### config.mk
export PLATFORM = sky130hd
export DESIGN_NAME = mem_load_ctrl
export DESIGN_NICKNAME = d
export VERILOG_FILES = /design/src/rtl/mem_load_pkg.sv /design/src/rtl/mem_bank_tracker.sv /design/src/rtl/mem_load_ctrl.sv
export SDC_FILE = /design/constraint.sdc
export NUM_CORES = 1
export LEC_CHECK = 0
export BUFFER_PORTS_ARGS = -buffer_cell sky130_fd_sc_hd__buf_4
export CAP_MARGIN = 5
export CELL_PAD_IN_SITES_DETAIL_PLACEMENT = 0
export CELL_PAD_IN_SITES_GLOBAL_PLACEMENT = 2
export CORE_MARGIN = 10
export CORE_UTILIZATION = 21
export CTS_CLUSTER_DIAMETER = 60
export CTS_CLUSTER_SIZE = 12
export DETAILED_ROUTE_END_ITERATION = 12
export PLACE_DENSITY_LB_ADDON = 0.1
export RECOVER_POWER = 50
export SYNTH_ARGS = -nofsm -noshare
export SYNTH_HDL_FRONTEND = slang
export SYNTH_SLANG_ARGS = --single-unit
### constraint.sdc
create_clock -name clk -period 2.2 [get_ports clk]
set_input_delay 0.44 -clock clk [delete_from_list [all_inputs] [get_ports clk]]
set_output_delay 0.44 -clock clk [all_outputs]
set_load 0.02 [all_outputs]
### src/rtl/mem_load_pkg.sv
// Shared types and default parameters for the memory load controller.
package mem_load_pkg;

  localparam int DEF_DEPTH     = 30;
  localparam int DEF_DATA_W    = 16;
  localparam int DEF_NUM_BANKS = 2;

  typedef enum logic {ST_FILL, ST_WAIT} load_state_t;

  // Bank index width; a single bank still needs a one-bit index port.
  function automatic int calc_bank_w(input int num_banks);
    return (num_banks > 1) ? $clog2(num_banks) : 1;
  endfunction

endpackage

### src/rtl/mem_bank_tracker.sv
// Tracks which banks are full and waiting for the consumer, and reports
// whether a queried bank can be written (free now or released this cycle).
module mem_bank_tracker
  import mem_load_pkg::*;
#(
  parameter int NUM_BANKS = DEF_NUM_BANKS,
  parameter int BANK_W    = calc_bank_w(DEF_NUM_BANKS)
) (
  input  logic                 clk,
  input  logic                 reset,
  input  logic                 set_en,
  input  logic [BANK_W-1:0]    set_bank,
  input  logic [NUM_BANKS-1:0] rel_mask,
  input  logic [BANK_W-1:0]    check_bank,
  output logic [NUM_BANKS-1:0] bank_full,
  output logic                 check_free
);

  logic [NUM_BANKS-1:0] set_mask;

  // One-hot mask of the bank being closed this cycle.
  always_comb begin
    set_mask = '0;
    if (set_en) set_mask = NUM_BANKS'(1) << set_bank;
  end

  // Release clears a bank, a close sets it; a close of the same bank wins.
  always_ff @(posedge clk) begin
    if (reset) bank_full <= '0;
    else       bank_full <= (bank_full & ~rel_mask) | set_mask;
  end

  // A bank being released in the current cycle already counts as free.
  always_comb begin
    check_free = ~bank_full[check_bank] | rel_mask[check_bank];
  end

endmodule

### src/rtl/mem_load_ctrl.sv
// AXI-stream slave that fills a set of ping-pong data memory banks.
// Optional feature macro: MEM_LOAD_CTRL_TLAST_EN adds s_last / last_addr so
// a block can close a bank early at the write marked by s_last.
module mem_load_ctrl
  import mem_load_pkg::*;
#(
  parameter int DEPTH     = DEF_DEPTH,
  parameter int DATA_W    = DEF_DATA_W,
  parameter int NUM_BANKS = DEF_NUM_BANKS,
  localparam int ADDR_W   = $clog2(DEPTH),
  localparam int BANK_W   = calc_bank_w(NUM_BANKS)
) (
  input  logic                 clk,
  input  logic                 reset,
  input  logic                 s_valid,
  input  logic [DATA_W-1:0]    s_data,
  output logic                 s_ready,
`ifdef MEM_LOAD_CTRL_TLAST_EN
  input  logic                 s_last,
  output logic [ADDR_W-1:0]    last_addr,
`endif
  input  logic                 ext_ctrl_en,
  input  logic                 ext_load_addr,
  input  logic [ADDR_W-1:0]    ext_load_addr_val,
  input  logic                 ext_incr_addr,
  input  logic [NUM_BANKS-1:0] bank_release,
  output logic [NUM_BANKS-1:0] bank_full,
  output logic                 mem_wr_en,
  output logic [ADDR_W-1:0]    mem_addr,
  output logic [BANK_W-1:0]    mem_bank,
  output logic [DATA_W-1:0]    mem_wr_data
);

  localparam logic [ADDR_W-1:0] LAST_ADDR = ADDR_W'(DEPTH - 1);
  localparam logic [BANK_W-1:0] LAST_BANK = BANK_W'(NUM_BANKS - 1);

  load_state_t       state;
  logic              wr;
  logic              close_hit;
  logic              bank_close;
  logic              load_ok;
  logic              check_free;
  logic              next_free;
  logic [BANK_W-1:0] next_bank;
  logic [BANK_W-1:0] check_bank;

  assign wr          = s_valid & s_ready;
  assign mem_wr_en   = wr;
  assign mem_wr_data = s_data;

`ifdef MEM_LOAD_CTRL_TLAST_EN
  assign close_hit = (mem_addr == LAST_ADDR) | s_last;
`else
  assign close_hit = (mem_addr == LAST_ADDR);
`endif

  // Bank rotation, close detection and the free-check target for the tracker.
  always_comb begin
    next_bank  = (mem_bank == LAST_BANK) ? '0 : mem_bank + BANK_W'(1);
    bank_close = ~ext_ctrl_en & (state == ST_FILL) & wr & close_hit;
    check_bank = (state == ST_FILL) ? next_bank : mem_bank;
    next_free  = (next_bank != mem_bank) & check_free;
    load_ok    = int'(ext_load_addr_val) < DEPTH;
  end

  mem_bank_tracker #(
    .NUM_BANKS (NUM_BANKS),
    .BANK_W    (BANK_W)
  ) u_tracker (
    .clk        (clk),
    .reset      (reset),
    .set_en     (bank_close),
    .set_bank   (mem_bank),
    .rel_mask   (bank_release),
    .check_bank (check_bank),
    .bank_full  (bank_full),
    .check_free (check_free)
  );

  // Fill/wait FSM with registered ready, plus address and bank counters.
  always_ff @(posedge clk) begin
    if (reset) begin
      state    <= ST_FILL;
      s_ready  <= 1'b1;
      mem_addr <= '0;
      mem_bank <= '0;
    end else if (ext_ctrl_en) begin
      if (ext_load_addr) begin
        if (load_ok) mem_addr <= ext_load_addr_val;
      end else if (ext_incr_addr) begin
        mem_addr <= (mem_addr == LAST_ADDR) ? '0 : mem_addr + ADDR_W'(1);
      end
    end else begin
      case (state)
        ST_FILL: begin
          if (wr) begin
            if (close_hit) begin
              mem_addr <= '0;
              mem_bank <= next_bank;
              if (!next_free) begin
                state   <= ST_WAIT;
                s_ready <= 1'b0;
              end
            end else begin
              mem_addr <= mem_addr + ADDR_W'(1);
            end
          end
        end
        ST_WAIT: begin
          if (check_free) begin
            state   <= ST_FILL;
            s_ready <= 1'b1;
          end
        end
        default: begin
          state   <= ST_FILL;
          s_ready <= 1'b1;
        end
      endcase
    end
  end

`ifdef MEM_LOAD_CTRL_TLAST_EN
  // Remember the final address written into the most recently closed bank.
  always_ff @(posedge clk) begin
    if (reset)           last_addr <= '0;
    else if (bank_close) last_addr <= mem_addr;
  end
`endif

endmodule

==> impl_metrics.tcl <==
set metrics [dict create \
    status "finished, final reports clean" \
    wl_um 2150 \
    numCtsBuffers 3 \
    switching_power_uw 116 \
    crit_arrival_ns 1.76 \
    slew_violations 0 \
    wire_per_inst_um 15.6 \
    hold_buffers 0 \
    max_slew_margin_pct 65.6 \
    via_count 620 \
    grt_overflow 0 \
    hold_viol 0 \
    cp-start-kind "flop" \
    combPwrFrac_pct 21.3 \
    cts.path.max_buffers 2 \
    worst_clock_skew_ns 0.00596 \
    portBuffers 22 \
    start_util_pct 21.7 \
    worstHoldPathType "primary input to flop" \
    grt_pass1_wl_um 3470 \
    die-area_mm2 0.00620 \
    via_per_inst 4.49 \
    io_pins 55 \
    total_power_uw 410 \
    endpoint_kind "flop" \
    synth_nets 116 \
    gr-usage-all-layers_pct 7.05 \
    p_seq_share_pct 47.7 \
    syn_avg_cell_area_um2 8.52 \
    drv_cap 0 \
    clock_latency_ns 0.26 \
    core_area_mm2 0.00334 \
    irDropWorstVdd_mv 0.128 \
    place_congestion 0.720 \
    syn2layout_area_growth_pct 14.3 \
    period_share_pct 71.2 \
    htree_num_levels 1 \
    n_antenna_cell 0 \
    postSynthCellCount 85 \
    cp_max_fo 6 \
    num_rows 21 \
    clockRootBuffer "clkbuf_4" \
    cts_resized 0 \
    crit_required_ns 2.39 \
    yosys_warnings 0 \
    post-route-min-period_ns 1.57 \
    detail_route.first_pass.iterations 4 \
    drtAntennaViolNets 0 \
    die_h_um 78.7 \
    synthesis.area_um2 724 \
    ys_seq_elements 10 \
    crit_type "flop to flop" \
    clockPowerShare_pct 31.0 \
    drtIter0Drc 9 \
    swShare_pct 28.4 \
    rsz0062_at_grt "no" \
    layout-drive-gt1-share_pct 30.4 \
    dieWidth_um 78.7 \
    tns_ns 0 \
    post-route-drc-count 0 \
    cts_tree "yes" \
    leakage_uw 0.000316 \
    yosysSeqAreaShare_pct 27.6 \
    power_density_mw_per_mm2 495 \
    setup_viol 0 \
    post_cts_buffers 0 \
    max_freq_ghz 0.638 \
    tightest_slew_ns 0.516 \
    antenna_found_initial 0 \
    internal_power_uw 294 \
    grt_max_degree 14 \
    hpwlAfterDp_um 1720 \
    nNetsFinal 125 \
    clkTransAtPathRegs_ns 0.07 \
    cts_num_sinks 10 \
    grt_pass1_vias 657 \
    synth_cell_type_count 32 \
]
## final cells by class
class | count | area (um^2)
timing repair buffer | 23 | 165
sequential | 10 | 200
fill | 378 | 2510
clock buffer | 3 | 22.5
inverter | 3 | 11.3
tap | 46 | 57.6
multi-input combinational | 53 | 372
## worst paths after layout
kind / from / endpoint / slack (ns) / depth (start not counted)
setup / recovery: mem_addr[0]$_SDFFE_PP0P_ / mem_addr[4]$_SDFFE_PP0P_ / 0.63 / 5
hold / removal: reset / state$_SDFFE_PP0N_ / 0.46 / 2
setup reg to reg: mem_addr[0]$_SDFFE_PP0P_ / mem_addr[4]$_SDFFE_PP0P_ / 0.63 / 5
hold reg to reg: u_tracker.bank_full[1]$_SDFF_PP0_ / u_tracker.bank_full[1]$_SDFF_PP0_ / 0.49 / 2
## power groups by stage
stage / Sequential [uW] / Combinational (uW) / Clock [uW]
after floorplan: 206 / 83.6 / 0
after global placement: 201 / 89.5 / 0
after detailed placement: 201 / 88.1 / 0
after CTS: 196 / 89.3 / 137
after global routing: 198 / 96.6 / 144
final: 196 / 87.2 / 127
## flip-flops by register name, summed over array words and instances (netlist names)
name / count
mem_bank: 1
state: 1
u_tracker.bank_full: 2
s_ready: 1
mem_addr: 5
## critical path, cell delays in order, from the launching register on
cell and delay (ns):
dfxtp_1 0.43, ha_1 0.24, nand3_1 0.12, or3_1 0.32, a221o_1 0.31, o21ai_0 0.07
## metrics by stage
stage	cells	area, um^2	utilization, %	worst slack, ns	hold slack, ns
after global placement	135	813	24.4	0.590	0.491
after detailed placement	135	813	24.4	0.563	0.484
after floorplan	85	724	-	0.655	0.510
after global routing	138	828	24.8	0.473	0.451
after CTS	138	836	25.0	0.597	0.446
final	138	828	24.8	0.633	0.456
## cells in the mapped netlist
cell type	instances	area (um^2)
o21bai_1	1	7.51
or3b_1	1	8.76
o221ai_2	1	15.0
a21oi_1	3	15.0
a22oi_1	2	15.0
buf_6	1	11.3
a221o_1	3	30.0
and4_1	1	8.76
a211oi_1	1	7.51
or3_1	2	12.5
nor2_1	3	11.3
a31oi_1	1	6.26
inv_1	3	11.3
nor3_1	3	15.0
dfxtp_1	10	200
nor2b_1	1	6.26
nand2_1	5	18.8
xnor2_1	2	17.5
mux2_2	1	11.3
nand4bb_1	1	11.3
ha_1	2	25.0
o21ai_2	1	8.76
buf_4	16	120
and2b_1	1	7.51
and2_4	1	8.76
a311oi_1	2	17.5
nand2b_1	6	37.5
buf_2	2	10.0
nand3_1	3	15.0
o21ai_0	2	10.0
a221oi_1	2	17.5
and2_1	1	6.26
## cells by family after synthesis
family	count (synthesis)	synth area share, %
AOI/OAI and AO/OA	19	20.7
and+or+nand+nor	29	23.1
adders and majority gates	2	3.45
xor gates and xnor gates	2	2.42
DFF	10	27.6
muxes	1	1.55
buffers and inverters	22	21.1
## placed cells by master (no fill, tap or decap), types with 2 or more instances in the layout
| master | instances |
|---|---|
| a311oi_1 | 2 |
| dfxtp_1 | 10 |
| nand3_1 | 3 |
| inv_1 | 3 |
| nand2b_1 | 6 |
| o21ai_0 | 2 |
| nor2_1 | 3 |
| a21oi_1 | 3 |
| nand2_1 | 5 |
| a221oi_1 | 2 |
| ha_1 | 2 |
| clkbuf_4 | 3 |
| clkbuf_1 | 2 |
| a221o_1 | 3 |
| xnor2_1 | 2 |
| or3_1 | 2 |
| a22oi_1 | 2 |
| buf_4 | 21 |
| nor3_1 | 3 |
## routing by layer
layer / GRT usage [%] / wire length, um
met5: 0 / 0
met4: 2.69 / 13
met3: 4.95 / 233
met2: 11.5 / 1010
met1: 6.86 / 889
Note: power is estimated with default switching activity, not from simulation.
